[config.mk]
export PLATFORM = sky130hd
export DESIGN_NAME = subtractor_seq_ctrl_flat
export DESIGN_NICKNAME = d
export VERILOG_FILES = /design/src/rtl/subtractor_seq_ctrl_pkg.sv /design/src/rtl/subtractor_seq_ctrl_if.sv /design/src/rtl/subtractor_seq_ctrl_sub8.sv /design/src/rtl/subtractor_seq_ctrl.sv /design/src/flat_wrapper.sv
export SDC_FILE = /design/constraint.sdc
export NUM_CORES = 1
export LEC_CHECK = 0
export ABC_AREA = 1
export BUFFER_PORTS_ARGS = -buffer_cell sky130_fd_sc_hd__buf_2
export CORE_MARGIN = 2
export CORE_UTILIZATION = 55
export CTS_BUF_LIST = sky130_fd_sc_hd__clkbuf_8
export DETAILED_ROUTE_END_ITERATION = 10
export PLACE_DENSITY = 0.82
export SLEW_MARGIN = 20
export SYNTH_ARGS = -nofsm -noshare
export SYNTH_HDL_FRONTEND = slang
export SYNTH_SLANG_ARGS = --single-unit
export TNS_END_PERCENT = 1
[constraint.sdc]
create_clock -name clk -period 8.32 [get_ports clk]
set_input_delay 1.248 -clock clk [delete_from_list [all_inputs] [get_ports clk]]
set_output_delay 1.248 -clock clk [all_outputs]
set_load 0.01 [all_outputs]
[src/rtl/subtractor_seq_ctrl_pkg.sv]
`default_nettype none
// ============================================================================
// Module      : subtractor_seq_ctrl_pkg
// Description : Shared constants and state type for the multi-byte subtraction
//               sequencer. Ports: none (package).
// Revision    : 1.0 - initial release
// ============================================================================
package subtractor_seq_ctrl_pkg;

    // Width of one datapath slice.
    localparam int BYTE_W = 8;

    // Sequencer state encoding.
    localparam logic [1:0] ST_IDLE = 2'd0;
    localparam logic [1:0] ST_RUN  = 2'd1;
    localparam logic [1:0] ST_DONE = 2'd2;

    typedef enum logic [1:0] {
        S_IDLE = ST_IDLE,
        S_RUN  = ST_RUN,
        S_DONE = ST_DONE
    } state_t;

endpackage : subtractor_seq_ctrl_pkg
`default_nettype wire

[src/rtl/subtractor_seq_ctrl_if.sv]
`default_nettype none
// ============================================================================
// Module      : subtractor_seq_ctrl_if
// Description : Operand/handshake/result bundle of the subtraction sequencer.
//               master : drives start, abort, A, B, borrow_in; observes results
//               slave  : the sequencer side (consumes requests, drives results)
// Revision    : 1.0 - initial release
// ============================================================================
interface subtractor_seq_ctrl_if #(
    parameter int NBYTES = 4
);
    import subtractor_seq_ctrl_pkg::*;

    logic                       start;
    logic                       abort;
    logic [BYTE_W*NBYTES-1:0]   A;
    logic [BYTE_W*NBYTES-1:0]   B;
    logic                       borrow_in;
    logic                       ready;
    logic                       busy;
    logic                       done;
    logic [BYTE_W*NBYTES-1:0]   diff;
    logic                       borrow_out;
    logic                       zero;

    modport master (
        output start, abort, A, B, borrow_in,
        input  ready, busy, done, diff, borrow_out, zero
    );

    modport slave (
        input  start, abort, A, B, borrow_in,
        output ready, busy, done, diff, borrow_out, zero
    );

endinterface : subtractor_seq_ctrl_if
`default_nettype wire

[src/rtl/subtractor_seq_ctrl_sub8.sv]
`default_nettype none
// ============================================================================
// Module      : Subtractor_8_bit
// Description : Combinational 8-bit ripple subtractor: d = a - b - bin.
//               Ports: a, b (8-bit operands), bin (borrow in),
//                      d (8-bit difference), bout (borrow out of bit 7).
// Revision    : 1.0 - initial release
// ============================================================================
module Subtractor_8_bit (
    input  wire logic [7:0] a,
    input  wire logic [7:0] b,
    input  wire logic       bin,
    output logic      [7:0] d,
    output logic            bout
);

    // w_br[i] is the borrow into bit i; w_br[8] leaves the slice.
    logic [8:0] w_br;

    assign w_br[0] = bin;

    for (genvar i = 0; i < 8; i++) begin : g_bit
        assign d[i]      = a[i] ^ b[i] ^ w_br[i];
        // Borrow when b exceeds a, or when the bits match and a borrow arrives.
        assign w_br[i+1] = (~a[i] & b[i]) | (~(a[i] ^ b[i]) & w_br[i]);
    end

    assign bout = w_br[8];

endmodule : Subtractor_8_bit
`default_nettype wire

[src/rtl/subtractor_seq_ctrl.sv]
`default_nettype none
// ============================================================================
// Module      : subtractor_seq_ctrl
// Description : Multi-byte subtraction sequencer. Computes A - B - borrow_in
//               one byte per clock (LSB first) through one shared 8-bit
//               subtractor, carrying the borrow in a register between bytes.
//               Ports: clk, rst (async, active high),
//                      bus (slave modport: start/abort/A/B/borrow_in in,
//                           ready/busy/done/diff/borrow_out/zero out).
//               NBYTES legal range is 2..16.
// Revision    : 1.0 - initial release
// ============================================================================
module subtractor_seq_ctrl
    import subtractor_seq_ctrl_pkg::*;
#(
    parameter int NBYTES = 4
) (
    input  wire logic             clk,
    input  wire logic             rst,
    subtractor_seq_ctrl_if.slave  bus
);

    localparam int               c_idx_w    = $clog2(NBYTES);
    localparam logic [c_idx_w-1:0] c_last_idx = c_idx_w'(NBYTES - 1);

    state_t                          r_state;
    state_t                          w_state_nxt;

    logic [NBYTES-1:0][BYTE_W-1:0]   r_a;
    logic [NBYTES-1:0][BYTE_W-1:0]   r_b;
    logic [NBYTES-1:0][BYTE_W-1:0]   r_diff;
    logic [c_idx_w-1:0]              r_idx;
    logic                            r_borrow;
    logic                            r_zacc;
    logic                            r_borrow_out;
    logic                            r_zero;

    logic [BYTE_W-1:0]               w_a_byte;
    logic [BYTE_W-1:0]               w_b_byte;
    logic [BYTE_W-1:0]               w_sub_diff;
    logic                            w_sub_bout;
    logic                            w_sub_zero;
    logic [NBYTES-1:0]               w_byte_we;

    logic                            w_accept;
    logic                            w_abort;
    logic                            w_step;
    logic                            w_last;
    logic                            w_ready;
    logic                            w_busy;
    logic                            w_done;

    // ------------------------------------------------------------------
    // Control decode
    // ------------------------------------------------------------------
    assign w_accept = (r_state == S_IDLE) && bus.start;
    assign w_abort  = (r_state == S_RUN)  && bus.abort;
    // abort takes priority over the byte step, including on the last byte.
    assign w_step   = (r_state == S_RUN)  && !bus.abort;
    assign w_last   = (r_idx == c_last_idx);

    // ------------------------------------------------------------------
    // Byte datapath
    // ------------------------------------------------------------------
    assign w_a_byte = r_a[r_idx];
    assign w_b_byte = r_b[r_idx];

    Subtractor_8_bit u_sub8 (
        .a    (w_a_byte),
        .b    (w_b_byte),
        .bin  (r_borrow),
        .d    (w_sub_diff),
        .bout (w_sub_bout)
    );

    assign w_sub_zero = (w_sub_diff == '0);

    for (genvar i = 0; i < NBYTES; i++) begin : g_byte_we
        assign w_byte_we[i] = w_step && (r_idx == c_idx_w'(i));
    end

    // ------------------------------------------------------------------
    // FSM
    // ------------------------------------------------------------------
    always_ff @(posedge clk or posedge rst) begin
        if (rst) begin
            r_state <= S_IDLE;
        end else begin
            r_state <= w_state_nxt;
        end
    end

    always_comb begin
        w_state_nxt = r_state;
        w_ready     = 1'b0;
        w_busy      = 1'b0;
        w_done      = 1'b0;
        case (r_state)
            S_IDLE: begin
                w_ready = 1'b1;
                if (bus.start) begin
                    w_state_nxt = S_RUN;
                end
            end
            S_RUN: begin
                w_busy = 1'b1;
                if (bus.abort) begin
                    w_state_nxt = S_IDLE;
                end else if (w_last) begin
                    w_state_nxt = S_DONE;
                end
            end
            S_DONE: begin
                w_done      = 1'b1;
                w_state_nxt = S_IDLE;
            end
            default: begin
                w_state_nxt = S_IDLE;
            end
        endcase
    end

    // ------------------------------------------------------------------
    // Operand latch, byte index, borrow chain and final flags
    // ------------------------------------------------------------------
    always_ff @(posedge clk or posedge rst) begin
        if (rst) begin
            r_a          <= '0;
            r_b          <= '0;
            r_idx        <= '0;
            r_borrow     <= 1'b0;
            r_zacc       <= 1'b0;
            r_borrow_out <= 1'b0;
            r_zero       <= 1'b0;
        end else if (w_accept) begin
            r_a      <= bus.A;
            r_b      <= bus.B;
            r_borrow <= bus.borrow_in;
            r_idx    <= '0;
            r_zacc   <= 1'b1;
        end else if (w_abort) begin
            r_idx        <= '0;
            r_borrow     <= 1'b0;
            r_borrow_out <= 1'b0;
            r_zero       <= 1'b0;
        end else if (w_step) begin
            r_borrow <= w_sub_bout;
            r_zacc   <= r_zacc & w_sub_zero;
            if (w_last) begin
                // Index wraps to 0 so it never exceeds NBYTES-1.
                r_idx        <= '0;
                r_borrow_out <= w_sub_bout;
                r_zero       <= r_zacc & w_sub_zero;
            end else begin
                r_idx <= r_idx + 1'b1;
            end
        end
    end

    // Result register: one byte lane written per RUN cycle.
    always_ff @(posedge clk or posedge rst) begin
        if (rst) begin
            r_diff <= '0;
        end else if (w_abort) begin
            r_diff <= '0;
        end else begin
            for (int i = 0; i < NBYTES; i++) begin
                if (w_byte_we[i]) begin
                    r_diff[i] <= w_sub_diff;
                end
            end
        end
    end

    // ------------------------------------------------------------------
    // Outputs
    // ------------------------------------------------------------------
    assign bus.ready      = w_ready;
    assign bus.busy       = w_busy;
    assign bus.done       = w_done;
    assign bus.diff       = r_diff;
    assign bus.borrow_out = r_borrow_out;
    assign bus.zero       = r_zero;

endmodule : subtractor_seq_ctrl
`default_nettype wire

[src/flat_wrapper.sv]
// flat-port wrapper written by rule: the top's interface ports become plain ports
module subtractor_seq_ctrl_flat import subtractor_seq_ctrl_pkg::*;
#(
    parameter int NBYTES = 4
)
  (clk, rst, bus_start, bus_abort, bus_A, bus_B, bus_borrow_in, bus_ready, bus_busy, bus_done, bus_diff, bus_borrow_out, bus_zero);
  subtractor_seq_ctrl_if #(.NBYTES(NBYTES)) bus_i ();
  input  wire logic clk;
  input  wire logic rst;
  input wire logic [$bits(bus_i.start)-1:0] bus_start;
  input wire logic [$bits(bus_i.abort)-1:0] bus_abort;
  input wire logic [$bits(bus_i.A)-1:0] bus_A;
  input wire logic [$bits(bus_i.B)-1:0] bus_B;
  input wire logic [$bits(bus_i.borrow_in)-1:0] bus_borrow_in;
  output wire logic [$bits(bus_i.ready)-1:0] bus_ready;
  output wire logic [$bits(bus_i.busy)-1:0] bus_busy;
  output wire logic [$bits(bus_i.done)-1:0] bus_done;
  output wire logic [$bits(bus_i.diff)-1:0] bus_diff;
  output wire logic [$bits(bus_i.borrow_out)-1:0] bus_borrow_out;
  output wire logic [$bits(bus_i.zero)-1:0] bus_zero;
  assign bus_i.start = bus_start;
  assign bus_i.abort = bus_abort;
  assign bus_i.A = bus_A;
  assign bus_i.B = bus_B;
  assign bus_i.borrow_in = bus_borrow_in;
  assign bus_ready = bus_i.ready;
  assign bus_busy = bus_i.busy;
  assign bus_done = bus_i.done;
  assign bus_diff = bus_i.diff;
  assign bus_borrow_out = bus_i.borrow_out;
  assign bus_zero = bus_i.zero;
  subtractor_seq_ctrl #(.NBYTES(NBYTES)) u_core (.clk(clk), .rst(rst), .bus(bus_i));
endmodule
Word level (Yosys, flattened, before mapping)
Index checks and enable logic that the tools add are counted.
Cells by class
  bitwise logic cells: 58
  eq/ne operators: 8
  magnitude comparators: 1
  muxes and demuxes: 32
  reductions and logical operators: 22
  add/sub/neg operators: 1
Operators with widths (count)
  $mux W8: 6
  $bmux W8 S2: 2
  $mux W32: 1
  $and A1 B1 Y1: 17
  $not A1 Y1: 17
  $xor A1 B1 Y1: 16
  $mux W1: 15
  $mux W2: 7
  $reduce_bool A2 Y1: 7
  $logic_not A8 Y1: 1
  $or A1 B1 Y1: 8
  $logic_and A1 B1 Y1: 7
  $eq A2 B2 Y1 const B: 3
  $eq A2 B1 Y1 const B: 2
  $logic_not A2 Y1: 2
  $pmux W2 S2: 1
  $reduce_and A2 Y1: 2
  $lt A2 B3 Y1 const B: 1
  $ne A3 B2 Y1 const B: 1
  $reduce_and A3 Y1: 1
  $reduce_bool A3 Y1: 1
  $add A2 B1 Y2 const B: 1
  $ne A2 B1 Y1 const B: 1
  $ne A2 B2 Y1 const B: 1
  $logic_not A1 Y1: 1
Word-level totals
  flip-flop bits (word level): 104
  word-level logic and storage cells: 140

Longest topological paths before layout
  depth in word-level cells: 24
  mapped depth: 22
  gate-level depth less buffers: 21

By module
From an unflattened synthesis, not the netlist that was laid out.
Second synthesis, totals
  cell total of the unflattened synthesis: 558
  area total of the unflattened synthesis: 4754.6 um^2
By module, submodules not included
  subtractor_seq_ctrl: area an instance 4526.8 um^2, cells each 532, instances 1
  Subtractor_8_bit: area an instance 227.7 um^2, cells each 26, instances 1

Least setup slack after synthesis
No wires, ideal clock.
  path type: register to register
  start: reg u_core.r_idx[0]
  end: reg u_core.r_zacc
  cell stages (with the launch flop): 23
  arrival time: 3.925 ns
  setup slack: 4.275 ns
  library setup time: 0.120 ns
  period minus slack after synthesis: 4.045 ns
  cells stage by stage: dfrtp_1 buf_2 buf_2 nor2_1 o22ai_1 fa_1 inv_1 fa_1 fa_1 fa_1 fa_1 inv_1 fa_1 fa_1 inv_1 fa_1 inv_1 nand2_1 nor2_1 nand2_1 nand2_1 nand2_1 nand2_1
On the way
  word-level cells in the longest chain between the ends: 24
  elaborated cells on any way between the ends: 60
RTL lines
  start: declaration: RTL line subtractor_seq_ctrl.sv:32  | logic [c_idx_w-1:0] r_idx;
  start signal: assignment: RTL line subtractor_seq_ctrl.sv:155  | r_idx <= r_idx + 1'b1;
  $bmux W8 S2 (on tied branches): RTL line subtractor_seq_ctrl.sv:65, subtractor_seq_ctrl.sv:66
  $mux W8 (on tied branches): RTL line subtractor_seq_ctrl.sv:65, subtractor_seq_ctrl.sv:66
  $xor A1 B1 Y1: RTL line subtractor_seq_ctrl_sub8.sv:23, subtractor_seq_ctrl_sub8.sv:25
  $not A1 Y1: RTL line subtractor_seq_ctrl_sub8.sv:25  | assign w_br[i+1] = (~a[i] & b[i]) | (~(a[i] ^ b[i]) & w_br[i]);
  $and A1 B1 Y1: RTL line subtractor_seq_ctrl_sub8.sv:25
  $or A1 B1 Y1: RTL line subtractor_seq_ctrl_sub8.sv:25
  $and A1 B1 Y1: RTL line subtractor_seq_ctrl_sub8.sv:25
  $or A1 B1 Y1: RTL line subtractor_seq_ctrl_sub8.sv:25
  [... 8 more ...]
  $and A1 B1 Y1: RTL line subtractor_seq_ctrl_sub8.sv:25
  $or A1 B1 Y1: RTL line subtractor_seq_ctrl_sub8.sv:25
  $xor A1 B1 Y1: RTL line subtractor_seq_ctrl_sub8.sv:23  | assign d[i] = a[i] ^ b[i] ^ w_br[i];
  $logic_not A8 Y1 *: RTL line subtractor_seq_ctrl.sv:76  | assign w_sub_zero = (w_sub_diff == '0);
  $and A1 B1 Y1 *: RTL line subtractor_seq_ctrl.sv:148  | r_zacc <= r_zacc & w_sub_zero;
  $mux W1 *: RTL line subtractor_seq_ctrl.sv:146  | end else if (w_step) begin
  $mux W1 *: RTL line subtractor_seq_ctrl.sv:141  | end else if (w_abort) begin
  $mux W1 *: RTL line subtractor_seq_ctrl.sv:135  | end else if (w_accept) begin
  end signal: assignment: RTL line subtractor_seq_ctrl.sv:148
  end: declaration: RTL line subtractor_seq_ctrl.sv:34  | logic r_zacc;
Every way passes the cells marked *; elsewhere a longest branch is shown, timed or not. The select of a mux whose other input is x is not followed.
A chain may end at the register's enable or synchronous reset.

Final worst setup path
  start: reg u_core.r_idx[1]
  end: reg u_core.r_zacc
Same word-level chain as after synthesis.

==> impl_results.md <==
- Core ar.: about 0.0083 mm²
- Routed met1 length: ~5 mm
- Row Count: 33
- Critical Path AT: 4.99 ns
- Final net count: 723
- Max-cap violations: 0
- Die Ht: 96.8 µm
- Net Count, Synth: around 630
- Area grow syn2layout: 14.6%
- Diode count: 0
- Clock power share: 0.159
- Relative slew slack: 0.562
- Top cells by count, synth: nand2_1, dfrtp_1, o21ai_0
- Final Hold Viols: 0
- Post-synth cell types: 27
- Vias in the first global route: 3,681
- Final setup violation count: 0
- Max Fanout on Critical Path: 20
- Setup Fix Bufs, Post-CTS: 0
- Post-CTS Hold Buffers: 0
- LEAKAGE: 2.93 nW
- Pin count of the biggest net entering global routing: 72
- Logic pwr share: 0.460
- Number of port buffers: 105
- Number of fill cells: about 680
- Grt total ovfl: 0
- Drt pass-1 iters: 5
- Htree depth: 3
- Reg2Reg Launch Point: u_core.r_idx[1]
- Sequential area share after synthesis: 0.549
- Top Layer Used: met4
- Fmax: 210 MHz
- DR vias/cell: 5.13
- Outcome: finished clean
- CTS resizes: 0
- IO Pins: 106
- DRT iter0 DRCs: 212
- Ys flop type: dfrtp_1
- DR WL/cell: 13.8 µm
- Top cells by area, synth: dfrtp_1, nand2_1, o21ai_0
- Fin crit period: ~4.8 ns
- Reg power frac: 0.381
- Routed Antenna Nets: 0
- Hold_sp: u_core.bus.diff[16]
- Max VDD drop: 0.000192 V
- Layout cells sized above 1: 0.212
- Int Pwr: 1.18 mW
- First-pass GRT wire length: 17.5 mm
- Worst hold path type: register to register
- Worst EP required: around 8.6 ns
- Least-Margin Pin Slew: approximately 0.66 ns
- Final estimated routing congestion in global placement: 0.834
- Worst-path clk slew: about 0.1 ns
- Area leader, netlist: dfrtp_1
- CTS root buf: clkbuf_8
- Final period util: 0.572
- Final setup margin: 3.56 ns
- Setup crit end kind: register
- Die area: 0.00937 mm²
- Nature of the critical path startpoint: register
- Cells after synthesis: 550
- Post-synth top area share: 0.549
- DIE WIDTH: 96.8 µm
- HPWL after DPL: 7.52 mm
- EDFF count, synth: 0
- Wire length on met3: a little under 600 µm
- Clk Latency, worst-skew pair: 0.36 ns
- Post-Syn Area: ~0.0047 mm²
- Via count: 3,858
- Syn avg cell area: 8.61 µm²
- Fraction of registers with async set or reset after synthesis: 1.00
- Final Slew Violations: 0
- P per Cell Area: 386 mW/mm²
- Crit path from: u_core.r_idx[1]
- Clock Skews: 0.0101 ns
- Clock net sink count: 104
- DRC viols: 0
- Switching Share: 0.435
- WL final: between 10 and 15 mm
- TNS Setup: 0 ns
- WS Path Type: register to register
- RSZ-0062 raised after global routing: no
- Finished Cell Area: ~0.0054 mm²
- TritonCTS clock tree: built
- Initial antenna violation count: 0
- Yosys Warn Count: 0
- Metal2 WL: 4.86 mm
- Post-DP Area: 0.00521 mm²
- TritonCTS Buffers: 9
- Initial Utilization: 0.571
- Post-place setup slack: 3.60 ns
- Most numerous cell in the Yosys netlist: nand2_1
- GRT Util Overall: 0.227
- Seq cells post-synth: between 100 and 150
- Clock buffer depth: 2
- Sw Pwr: 914 µW
==> worst paths after layout <==
| check | cells after the start | slack, ns | end |
|---|---|---|---|
| setup / recovery | 21 | 3.56 | u_core.r_zacc |
| hold / removal | 2 | 0.49 | u_core.bus.diff[16] |
| setup reg to reg | 21 | 3.56 | u_core.r_zacc |
| hold reg to reg | 2 | 0.49 | u_core.bus.diff[16] |
| max in group asynchronous | 3 | 6.27 | u_core.r_b[31] |
| min in group asynchronous | 2 | 0.96 | u_core.r_state[0] |
==> metrics by stage <==
| stage | power [mW] | instances | util | hold slack (ns) |
|---|---|---|---|---|
| after floorplan | 1.47 | 550 | - | 0.442 |
| after global placement | 1.72 | 736 | 0.628 | 0.460 |
| after detailed placement | 1.77 | 736 | 0.628 | 0.462 |
| after CTS | 2.10 | 752 | 0.654 | 0.492 |
| after global routing | 2.28 | 752 | 0.654 | 0.512 |
| final | 2.10 | 752 | 0.654 | 0.488 |
==> worst max-delay path: stages, from the launching register on <==
cell	delay (ns)
dfrtp_1	0.59
inv_1	0.46
o21ai_0	0.17
o22ai_1	0.22
fa_1	0.21
inv_1	0.05
fa_1	0.38
fa_1	0.40
fa_1	0.39
fa_1	0.36
inv_1	0.07
fa_1	0.19
fa_1	0.18
inv_1	0.05
fa_1	0.50
inv_1	0.05
nand2_1	0.06
nor2_1	0.05
nand2_1	0.08
nand2_1	0.05
nand2_1	0.06
nand2_1	0.05
==> final cells by class <==
type / instances / area (µm²) / share of cell area
multi-input cells: 395 / 1840 / 0.338
clock buffers: 11 / 151 / 0.0279
repair buffers: 107 / 541 / 0.0996
flip-flops and latches: 104 / 2600 / 0.479
clock inverters: 5 / 63.8 / 0.0118
well taps: 105 / 131 / 0.0242
inverters: 25 / 104 / 0.0191
==> flip-flops by register name, summed over array words and instances, names as in the netlist <==
signal / count
u_core.r_a: 32
u_core.r_idx: 2
u_core.bus.borrow_out: 1
u_core.r_borrow: 1
u_core.r_state: 2
u_core.bus.diff: 32
u_core.r_b: 32
u_core.r_zacc: 1
u_core.bus.zero: 1
==> power by group through the flow <==
stage | Sequential, mW | Combinational [mW] | Clock [mW]
after floorplan | 0.805 | 0.661 | 0
after global placement | 0.802 | 0.920 | 0
after detailed placement | 0.804 | 0.968 | 0
after CTS | 0.797 | 0.970 | 0.337
after global routing | 0.817 | 1.10 | 0.357
final | 0.799 | 0.965 | 0.334
==> metal layers <==
| layer | up-vias | track usage |
|---|---|---|
| li1 | 1908 | - |
| met4 | 0 | 0.0488 |
| met3 | 6 | 0.0462 |
| met5 | - | 0 |
| met1 | 1816 | 0.330 |
| met2 | 128 | 0.358 |
==> kinds of logic (layout without fill, tap and decap cells) <==
group,after synthesis,in the layout,synth area share
buffers and inverters,51,148,0.0631
adders and majority gates,12,12,0.0444
DFF,104,104,0.549
and+or+nand+nor,291,291,0.235
AOI/OAI and AO/OA,92,92,0.108
==> layout by cell type, fill, tap and decap left out <==
cell type / instances
buf_4: 2
nand2_2: 2
fa_1: 8
bufinv_16: 1
o22a_1: 3
o22ai_1: 8
nand3_1: 2
o21ai_2: 5
nand2_4: 1
o21ai_1: 10
nand2_1: 246
clkbuf_8: 11
clkinvlp_4: 1
nor3_1: 1
nor2_2: 1
ha_1: 4
inv_2: 1
nor2_1: 37
buf_2: 105
clkinv_4: 2
inv_1: 21
inv_4: 2
inv_6: 2
a21oi_1: 5
dfrtp_1: 104
o21ai_0: 60
nand4_1: 1
o21ai_4: 1
Note: power is estimated with default switching activity, not from simulation.
